==> config.mk <==
export PLATFORM = sky130hd
export DESIGN_NAME = riscv_gnt_stall
export DESIGN_NICKNAME = d
export VERILOG_FILES = /design/src/rtl/riscv_gnt_stall_pkg.sv /design/src/rtl/riscv_gnt_stall_lfsr.sv /design/src/rtl/riscv_gnt_stall.sv
export SDC_FILE = /design/constraint.sdc
export NUM_CORES = 1
export LEC_CHECK = 0
export CAP_MARGIN = 0
export CORE_ASPECT_RATIO = 2
export CORE_MARGIN = 2
export CORE_UTILIZATION = 29
export CTS_CLUSTER_SIZE = 28
export DETAILED_ROUTE_END_ITERATION = 10
export PLACE_DENSITY = 0.88
export SLEW_MARGIN = 15
export SYNTH_ARGS = -nofsm -noshare
export SYNTH_HDL_FRONTEND = slang
export SYNTH_SLANG_ARGS = --single-unit
==> constraint.sdc <==
create_clock -name clk_i -period 8.7 [get_ports clk_i]
set_input_delay 0.87 -clock clk_i [delete_from_list [all_inputs] [get_ports clk_i]]
set_output_delay 0.87 -clock clk_i [all_outputs]
set_load 0.05 [all_outputs]
==> src/rtl/riscv_gnt_stall_pkg.sv <==
// Shared perturbation-model definitions: stall mode encodings used by both the
// request-side grant stall and the response-side rvalid stall.
package perturbation_pkg;

  typedef enum logic [31:0] {
    NO_STALL = 32'd0,
    STANDARD = 32'd1,
    RANDOM   = 32'd2
  } stall_mode_e;

  localparam int unsigned MAX_STALL_CYCLES = 15;

  typedef enum logic {
    IDLE,
    STALL
  } gnt_state_e;

endpackage

==> src/rtl/riscv_gnt_stall_lfsr.sv <==
// 16-bit Fibonacci LFSR (taps 16,14,13,11), free-running after reset.
// Optional LFSR-lockup check under RISCV_GNT_STALL_ASSERT_EN.
module riscv_stall_lfsr #(
  parameter logic [15:0] SEED  = 16'hACE1,
  parameter int unsigned OUT_W = 16
) (
  input  logic             clk_i,
  input  logic             rst_ni,
  output logic [OUT_W-1:0] lfsr_o
);

  logic [15:0] lfsr_q, lfsr_d;

  always_comb begin
    lfsr_d = {lfsr_q[14:0], lfsr_q[15] ^ lfsr_q[13] ^ lfsr_q[12] ^ lfsr_q[10]};
  end

  always_ff @(posedge clk_i or negedge rst_ni) begin
    if (!rst_ni) lfsr_q <= SEED;
    else         lfsr_q <= lfsr_d;
  end

  assign lfsr_o = lfsr_q[OUT_W-1:0];

`ifdef RISCV_GNT_STALL_ASSERT_EN
  a_lfsr_nonzero: assert property (@(posedge clk_i) disable iff (!rst_ni) lfsr_q != '0)
    else $error("lfsr reached zero");
`endif

endmodule

==> src/rtl/riscv_gnt_stall.sv <==
// OBI request-side perturbation: delays gnt_o and caps outstanding transactions.
// Protocol assertions available with RISCV_GNT_STALL_ASSERT_EN.
module riscv_gnt_stall
  import perturbation_pkg::*;
#(
  parameter int unsigned MAX_OUTSTANDING = 8,
  parameter int unsigned DELAY_WL        = 4,
  parameter logic [15:0] LFSR_SEED       = 16'hACE1
) (
  input  logic                               clk_i,
  input  logic                               rst_ni,
  input  logic                               req_i,
  input  logic [31:0]                        addr_i,
  input  logic                               we_i,
  input  logic [3:0]                         be_i,
  input  logic [31:0]                        wdata_i,
  output logic                               gnt_o,
  input  logic                               rvalid_i,
  output logic                               mem_req_o,
  output logic [31:0]                        mem_addr_o,
  output logic                               mem_we_o,
  output logic [3:0]                         mem_be_o,
  output logic [31:0]                        mem_wdata_o,
  input  logic                               en_stall_i,
  input  logic [31:0]                        stall_mode_i,
  input  logic [31:0]                        max_stall_i,
  input  logic [31:0]                        gnt_stall_i,
  output logic [$clog2(MAX_OUTSTANDING):0]   outstanding_o
);

  localparam int unsigned OW   = $clog2(MAX_OUTSTANDING) + 1;
  localparam logic [31:0] DMAX = 32'((1 << DELAY_WL) - 1);

  gnt_state_e          state_q, state_d;
  logic [DELAY_WL-1:0] cnt_q, cnt_d;
  logic [OW-1:0]       out_q, out_d;
  logic [DELAY_WL-1:0] lfsr;
  logic [DELAY_WL-1:0] delay, rnd_lim;
  logic [DELAY_WL:0]   rnd_mod;
  logic                room, gnt, inc, dec;

  riscv_stall_lfsr #(
    .SEED  (LFSR_SEED),
    .OUT_W (DELAY_WL)
  ) u_lfsr (
    .clk_i  (clk_i),
    .rst_ni (rst_ni),
    .lfsr_o (lfsr)
  );

  // Knobs are saturated to the counter range before use; modulo keeps RANDOM in 0..m.
  always_comb begin
    delay   = '0;
    rnd_lim = (max_stall_i > DMAX) ? DMAX[DELAY_WL-1:0] : max_stall_i[DELAY_WL-1:0];
    rnd_mod = {1'b0, rnd_lim} + (DELAY_WL+1)'(1);
    if (en_stall_i) begin
      if (stall_mode_i == STANDARD) begin
        delay = (gnt_stall_i > DMAX) ? DMAX[DELAY_WL-1:0] : gnt_stall_i[DELAY_WL-1:0];
      end else if (stall_mode_i == RANDOM) begin
        delay = DELAY_WL'({1'b0, lfsr} % rnd_mod);
      end
    end
  end

  assign room = (out_q < OW'(MAX_OUTSTANDING));

  always_comb begin
    state_d = state_q;
    cnt_d   = cnt_q;
    gnt     = 1'b0;
    case (state_q)
      IDLE: begin
        if (req_i) begin
          if (delay == '0) begin
            gnt = room;
          end else begin
            cnt_d   = delay - DELAY_WL'(1);
            state_d = STALL;
          end
        end
      end
      STALL: begin
        if (!req_i) begin
          state_d = IDLE;
        end else if (cnt_q != '0) begin
          cnt_d = cnt_q - DELAY_WL'(1);
        end else begin
          gnt = room;
          if (room) state_d = IDLE;
        end
      end
      default: state_d = IDLE;
    endcase
  end

  assign gnt_o     = gnt & rst_ni;
  assign mem_req_o = req_i & gnt_o;

  assign inc = req_i & gnt_o;
  assign dec = rvalid_i & (out_q != '0);

  always_comb begin
    out_d = out_q;
    if (inc && !dec)      out_d = out_q + OW'(1);
    else if (dec && !inc) out_d = out_q - OW'(1);
  end

  always_ff @(posedge clk_i or negedge rst_ni) begin
    if (!rst_ni) begin
      state_q <= IDLE;
      cnt_q   <= '0;
      out_q   <= '0;
    end else begin
      state_q <= state_d;
      cnt_q   <= cnt_d;
      out_q   <= out_d;
    end
  end

  assign outstanding_o = out_q;
  assign mem_addr_o    = addr_i;
  assign mem_we_o      = we_i;
  assign mem_be_o      = be_i;
  assign mem_wdata_o   = wdata_i;

`ifdef RISCV_GNT_STALL_ASSERT_EN
  a_req_held: assert property (@(posedge clk_i) disable iff (!rst_ni)
    (state_q == STALL) |-> req_i)
    else $error("req_i dropped while stalled");
  a_req_stable: assert property (@(posedge clk_i) disable iff (!rst_ni)
    (req_i && !gnt_o) |=> ($stable(addr_i) && $stable(we_i) && $stable(be_i) && $stable(wdata_i)))
    else $error("request payload changed before grant");
  a_no_overflow: assert property (@(posedge clk_i) disable iff (!rst_ni)
    out_q <= OW'(MAX_OUTSTANDING))
    else $error("outstanding overflow");
  a_no_underflow: assert property (@(posedge clk_i) disable iff (!rst_ni)
    rvalid_i |-> (out_q != '0))
    else $error("rvalid_i with no outstanding transaction");
`endif

endmodule
==> impl_metrics.json <==
{
  "start_util_pct": 29.8,
  "fp.dieArea_um2": 10500,
  "fmaxAchievable_mhz": 114,
  "fin_cells": 545,
  "cpMaxStageDelayCell": "or3_4",
  "grt_pass1_vias": 3452,
  "grt_max_degree": 27,
  "cts_buffer_depth": 2,
  "syn_to_final_growth_pct": 66.6,
  "rsz0062_at_grt": "true",
  "async_flop_share_pct": 100,
  "yosysSeqAreaShare_pct": 22.7,
  "final_util_pct": 49.6,
  "power_w": 0.000438,
  "relSlewSlack_pct": 60.9,
  "maxCapViolCount": 0,
  "final_nets": 635,
  "cp.buffers_inverters": 6,
  "cts_buffers": 3,
  "grt_pass1_wl_mm": 16.5,
  "clk_pin_slew_ps": 60,
  "viasPerCell": 5.64,
  "arrival_ps": 7870,
  "min_period_over_period_pct": 100,
  "fin_area_um2": 4660,
  "hp-class": "reg2reg",
  "final_cell_mix": "clkdlybuf4s50_1, buf_4, nor4_1, dfrtp_1, nand2_1",
  "critPathTopFamily": "simple AND/OR/NAND/NOR gates",
  "synth_seq_cells": 25,
  "avgSynthCellArea_um2": 8.55,
  "violations": "setup timing",
  "crit_type": "in2out",
  "cts_root_buf": "clkbuf_16",
  "synth_edf_count": 0,
  "drt-initial-drc-count": 172,
  "dpl.hpwl_mm": 8.52,
  "vias": 3073,
  "synth_area_um2": 2800,
  "finalHoldViolCount": 0,
  "cp-start-kind": "primary input",
  "hold_buffers": 0,
  "maxSlewViolCount": 0,
  "ir_worst_vdd_mv": 0.197,
  "antenna_found_initial": 0,
  "ys.warnings.count": 0,
  "syn-num-nets": 520,
  "cpPeakStageDelay_ps": 400,
  "die_x_um": 73.4,
  "cp_data_required_time_ps": 7830,
  "synth_cell_types": 60,
  "core_area_um2": 9380,
  "io_pins": 245,
  "wl_per_cell_um": 22.1,
  "period_needed_ps": 8740,
  "place_inst": 503,
  "drive_gt1_share_pct": 41.0,
  "die_h_um": 143,
  "leakage_nw": 1.86,
  "cp_max_fo": 4,
  "synthFlopType": "dfrtp_1",
  "clkSinkCount": 25,
  "fin_skew_ps": 5.17,
  "end_kind": "output port",
  "drc": 0,
  "worstMarginPinSlew_ps": 584,
  "power_density_nw_per_um2": 94.1,
  "num_rows": 50,
  "drt-pass1-iter-count": 4,
  "status": "finished, violations left",
  "wl_mm": 12.0,
  "finalSetupViolations": 2,
  "postRouteAntennaNets": 0,
  "synthCells": 327,
  "antennaDiodeCount": 0,
  "whs_ps": 355,
  "grt.overflow.total": 0,
  "place_area_um2": 3860,
  "port-buffer-count": 106,
  "layout_commonest_cell": "clkdlybuf4s50_1",
  "cts_tree": "built",
  "gr-usage-all-layers_pct": 20.6,
  "fin_ws_ps": -39.9,
  "gp_congestion": 0.948,
  "clk_latency_ps": 260,
  "htreeDepth": 1
}
[path summary, 6_finish.rpt]
kind                       slack (ps)             start           endpoint  depth (start not counted)
setup / recovery                  -40    max_stall_i[5]          mem_req_o                         39
hold / removal                    360  u_lfsr.lfsr_q[6]   u_lfsr.lfsr_q[7]                          0
setup reg to reg                 1260  u_lfsr.lfsr_q[2]   outstanding_o[3]                         41
hold reg to reg                   360  u_lfsr.lfsr_q[6]   u_lfsr.lfsr_q[7]                          0
max in group asynchronous        7430            rst_ni  u_lfsr.lfsr_q[10]                          2
min in group asynchronous         970            rst_ni   outstanding_o[2]                          2
[sequential cells by signal, indices dropped and copies added (netlist names)]
signal         cells
cnt_q              4
state_q            1
u_lfsr.lfsr_q     16
outstanding_o      4
[report_power, final]
| group | leakage [nW] | internal, W | switching, W | total (W) |
|---|---|---|---|---|
| Sequential | 0.306 | 0.000127 | 0.0000197 | 0.000146 |
| Clock | 0.0409 | 0.0000619 | 0.0000386 | 0.000100 |
| Combinational | 1.51 | 0.0000991 | 0.0000925 | 0.000192 |
[logic make-up after synthesis]
family	Yosys count	synth area share (%)
xor+xnor	16	5.01
compound gates	63	15.1
fa+ha+maj	23	10.8
mux	6	2.42
simple gates	107	22.9
buf+inv	87	21.0
flops	25	22.7
[stage by stage]
step	TNS, ps	setup WS [ps]
floorplan	-78.5	-78.5
global placement	-1200	-346
detailed placement	-3230	-716
CTS	0	8.87
global route	-1190	-284
finish	-60.9	-39.9
[layout make-up]
class                           instances  area, µm²
Sequential cell                        25        636
Inverter                               16       61.3
Clock buffer                            3       75.1
Clock inverter                          1       5.00
Multi-Input combinational cell        215       2160
Timing Repair Buffer                  181       1590
Tap cell                              104        130
Fill cell                             813       4730
[repair_timing]
action                     4_1_cts  5_1_grt
gates resized for setup         78       61
setup buffers                   26       12
pin swaps                       43       44
setup endpoints to repair        5        8
[synth_stat cells, drive strengths merged, types with 3 or more instances]
cell type / n / share of area [%]
buf: 69 / 19
nor4: 28 / 6.7
ha: 21 / 9.4
nand2: 18 / 2.4
dfrtp: 17 / 15
o21ai: 16 / 3.0
a21oi: 15 / 2.7
inv: 15 / 2.0
nor2: 13 / 2.0
xnor2: 10 / 3.1
nor3: 9 / 2.0
dfstp: 8 / 7.5
nand3: 7 / 1.3
xor2: 6 / 1.9
and2: 5 / 1.3
nor2b: 5 / 1.1
or3: 5 / 1.4
a21o: 4 / 1.1
nand2b: 4 / 0.90
nand4: 4 / 0.90
o21a: 4 / 1.1
o31ai: 4 / 1.1
mux2: 3 / 1.3
mux2i: 3 / 1.1
o211ai: 3 / 0.98
[metal layers]
metal / routed length (µm) / track usage (%)
met1: 3310 / 15.3
met2: 6300 / 37.6
met3: 1220 / 6.99
met4: 1210 / 20.2
met5: 0 / 0
(Power assumes the default switching activity.)
